**config.mk**
```make
export PLATFORM = sky130hd
export DESIGN_NAME = multdiv_sequencer
export DESIGN_NICKNAME = d
export VERILOG_FILES = /design/src/rtl/multdiv_sequencer.sv
export SDC_FILE = /design/constraint.sdc
export NUM_CORES = 1
export LEC_CHECK = 0
export ABC_AREA = 1
export CAP_MARGIN = 20
export CORE_ASPECT_RATIO = 0.75
export CORE_UTILIZATION = 37
export CTS_BUF_LIST = sky130_fd_sc_hd__clkbuf_4
export DETAILED_ROUTE_END_ITERATION = 12
export MAX_ROUTING_LAYER = met4
export PLACE_DENSITY = 0.86
export SLEW_MARGIN = 30
export SYNTH_ARGS = -nofsm -noshare
export SYNTH_HDL_FRONTEND = slang
export SYNTH_SLANG_ARGS = --single-unit
```
**constraint.sdc**
```tcl
create_clock -name clock -period 1.75 [get_ports clock]
set_input_delay 0.175 -clock clock [delete_from_list [all_inputs] [get_ports clock]]
set_output_delay 0.175 -clock clock [all_outputs]
set_load 0.02 [all_outputs]
```
**src/rtl/multdiv_sequencer.sv**
```systemverilog
// Execute-stage sequencer for the multi-cycle multiply/divide unit: pulses start, stalls the
// front end until the unit answers (or times out), then presents one valid result cycle.
module multdiv_sequencer #(
  parameter int unsigned MAX_CYCLES = 40,
  parameter int unsigned CNT_W      = 6
) (
  input  logic        clock,
  input  logic        reset,
  input  logic [31:0] DXIR,
  input  logic        dx_valid,
  input  logic        kill,
  input  logic        md_ready,
  input  logic        md_exception,
  input  logic [31:0] md_result,
  output logic        ctrl_mult,
  output logic        ctrl_div,
  output logic        stall,
  output logic        result_valid,
  output logic [31:0] result,
  output logic        status_we,
  output logic [31:0] status_val
);

  typedef enum logic [1:0] {StIdle, StBusy, StDone} state_e;

  localparam logic [CNT_W-1:0] CntLast = CNT_W'(MAX_CYCLES - 1);
  localparam logic [CNT_W-1:0] CntOne  = CNT_W'(1);

  state_e            state_q, state_d;
  logic [CNT_W-1:0]  cnt_q, cnt_d;
  logic              is_div_q, is_div_d;
  logic              exc_q, exc_d;
  logic [31:0]       result_q, result_d;
  logic [31:0]       status_q, status_d;

  logic is_mul, is_div;
  logic unused_dxir;

  assign is_mul = dx_valid && (DXIR[31:27] == 5'd0) && (DXIR[6:2] == 5'd6);
  assign is_div = dx_valid && (DXIR[31:27] == 5'd0) && (DXIR[6:2] == 5'd7);
  assign unused_dxir = ^{DXIR[26:7], DXIR[1:0]};

  always_comb begin
    state_d      = state_q;
    cnt_d        = cnt_q;
    is_div_d     = is_div_q;
    exc_d        = exc_q;
    result_d     = result_q;
    status_d     = status_q;
    ctrl_mult    = 1'b0;
    ctrl_div     = 1'b0;
    stall        = 1'b0;
    result_valid = 1'b0;
    status_we    = 1'b0;
    unique case (state_q)
      StIdle: begin
        if ((is_mul || is_div) && !kill) begin
          ctrl_mult = is_mul;
          ctrl_div  = is_div;
          stall     = 1'b1;
          is_div_d  = is_div;
          exc_d     = 1'b0;
          cnt_d     = '0;
          state_d   = StBusy;
        end
      end
      StBusy: begin
        stall = !kill;
        cnt_d = cnt_q + CntOne;
        if (kill) begin
          state_d = StIdle;
        end else if (md_ready) begin
          // A ready response always beats a timeout landing in the same cycle.
          result_d = md_exception ? 32'd0 : md_result;
          exc_d    = md_exception;
          if (md_exception) status_d = is_div_q ? 32'd5 : 32'd4;
          state_d  = StDone;
        end else if (cnt_q == CntLast) begin
          result_d = 32'd0;
          status_d = 32'd6;
          exc_d    = 1'b1;
          state_d  = StDone;
        end
      end
      StDone: begin
        result_valid = !kill;
        status_we    = !kill && exc_q;
        state_d      = StIdle;
      end
      default: state_d = StIdle;
    endcase
  end

  always_ff @(posedge clock) begin
    if (reset) begin
      state_q  <= StIdle;
      cnt_q    <= '0;
      is_div_q <= 1'b0;
      exc_q    <= 1'b0;
      result_q <= 32'd0;
      status_q <= 32'd0;
    end else begin
      state_q  <= state_d;
      cnt_q    <= cnt_d;
      is_div_q <= is_div_d;
      exc_q    <= exc_d;
      result_q <= result_d;
      status_q <= status_d;
    end
  end

  assign result     = result_q;
  assign status_val = status_q;

endmodule

```
==> out/metrics.csv <==
metric;value;unit
drt-pass1-iter-count;4;
met2_length;2490;um
ant_nets;0;
worstPathRequired;1.57;ns
std_cell_rows;23;
synthTopCellsByArea;dfxtp_1 (44%), nand3_1 (19%), buf_4 (11%), nand2_1 (8.7%), nor2_1 (2.5%);
yosys.area.top_type;dfxtp_1;
peakVddDrop;446;uV
maxUsedRoutingLayer;met4;
numCtsBuffers;5;
die_w;88.4;um
cts_root_buffer;clkbuf_4;
max_freq;621;MHz
fin_util;0.555;
insertion_delay;0.35;ns
grt_pass1_vias;1918;
cp_max_fo;4;
wire_per_inst;12.1;um
drv_cap;0;
avgSynthCellArea;7.64;um^2
grt.overflow.total;0;
clk_path_buf_depth;2;
fin_crit_sh;0.920;
grt_use_total;0.188;
cp.arrival;1.44;ns
crit_type;primary input to output pin;
leakagePower;0.00134;uW
final_cell_mix;clkdlybuf4s50_1 (82), nand3_1 (80), nand2_1 (48), dfxtp_1 (45), conb_1 (29);
hpwl;3850;um
synth_seq_cells;45;
crit_path_start_kind;primary input;
p_per_area;583;nW/um^2
cts.htree.levels;2;
final_common_cell;clkdlybuf4s50_1;
antenna_found_initial;0;
hp-class;primary input to flop;
outcome;finished, final reports clean;
die_area;5900;um^2
hold_ws;0.366;ns
tightestPinTransition;0.651;ns
slew_headroom;0.565;
place_congestion;0.820;
postCtsHoldBufs;0;
drt_iter0_drc;124;
period_needed;1.61;ns
cts_tree;yes;
port_buffers;87;
synthAdderAreaFrac;0.00604;
setup_viol;0;
die_h;66.8;um
antenna_cells;0;
synth_cell_types;26;
synth_compound_area_frac;0.0350;
grt_max_degree;38;
synth_xor_xnor_area_share;0;
synth-warning-count;0;
rsz0062_at_grt;false;
ys_seq_area_frac;0.435;
synth_mux_area_frac;0;
io_pins;139;
layout-drive-gt1-share;0.0778;
wl_met3;372;um
netlist_instances;271;
hold_viol_final;0;
finClkSkew;0.00994;ns
synth_top_area_share;0.435;
cts.clk_slew.worst_paths;0.14;ns
drt-met1-wl;2380;um
synth_simple_gate_area_frac;0.350;
end_kind;output pin;
netlist_area;2070;um^2
via_per_inst;4.66;
cts_sinks;45;
grt_pass1_wl;8360;um
cts_setup_buffers;0;
core_area;5350;um^2
start_util;0.387;
nets;430;
slew_violations;0;
drcViolationCount;0;
area_growth;43.5;%
vias;2027;
synth_top_family_by_area;simple AND/OR/NAND/NOR gates;
wl;5270;um
layout make-up:
class / count / area, um^2
multi-input cells: 197 / 925
repair buffers: 97 / 948
fillers: 499 / 2380
clock buffers: 5 / 37.5
clock inverters: 3 / 17.5
well taps: 75 / 93.8
flip-flops and latches: 45 / 901
inverters: 13 / 48.8
kinds of logic (layout without fill, tap and decap cells):
family,Yosys count,in the layout
adders and majority gates,1,1
buffers and inverters,57,118
and+or+nand+nor,153,153
other,1,29
AOI/OAI and AO/OA,14,14
DFF,45,45
flip-flops by register name, summed over array words and instances (netlist names):
name,cells
result,32
cnt_q,6
status_val,3
state_q,2
exc_q,1
is_div_q,1
per-layer routing:
layer	vias up	global-route usage
li1	1014	-
met1	931	0.226
met2	77	0.311
met3	5	0.0520
met4	0	0.0524
met5	-	-
power by group:
group	switching [uW]	total, uW	internal, uW	leakage [uW]
Clock	338	491	153	0.0000326
Sequential	0.0325	1020	1020	0.000362
Combinational	112	215	103	0.000943
Total	451	1730	1280	0.00134
path summary, 6_finish.rpt:
check           startpoint            end  slack [ns]  cells past startpoint
max                   kill          stall        0.14                      7
max reg2reg       cnt_q[0]      result[4]        0.22                     10
min reg2reg  status_val[0]  status_val[0]        0.47                      2
min          md_result[19]     result[19]        0.37                      3
cells in the mapped netlist:
cell type / number
a21oi_1: 10
buf_1: 2
buf_2: 8
buf_4: 29
buf_6: 3
clkbuf_1: 2
conb_1: 1
dfxtp_1: 45
ha_1: 1
inv_1: 11
inv_2: 2
nand2_1: 48
nand2_2: 2
nand2_4: 1
nand3_1: 80
nand3_2: 1
nand3b_1: 1
nand4_1: 1
nor2_1: 14
nor2_2: 1
nor2_8: 1
nor3_1: 1
nor3b_1: 1
nor4_1: 1
o21ai_0: 3
o21bai_1: 1
worst max-delay path: stages:
cell	delay (ns)
clkdlybuf4s50_1	0.43
nor2_1	0.10
nand2_1	0.05
nor2_1	0.08
nand3_1	0.14
o21ai_0	0.10
dlygate4sd2_1	0.35
metrics by stage:
stage               setup TNS (ns)  setup slack [ns]  std cells  total power, uW  cell area (um^2)
finish                           0             0.139        435             1730              2970
global route                     0            0.0161        435             1810              2970
CTS                              0            0.0159        435             1750              2970
detailed placement          -0.672            -0.276        427             1260              2920
global placement            -0.629            -0.260        427             1260              2920
floorplan                        0             0.428        299             1190              2180
what timing repair did:
item,CTS,global route
cloned,0,0
setup endpoints to repair,5,1
resized for setup,6,2
No activity file was read; power rests on OpenSTA's default activity.
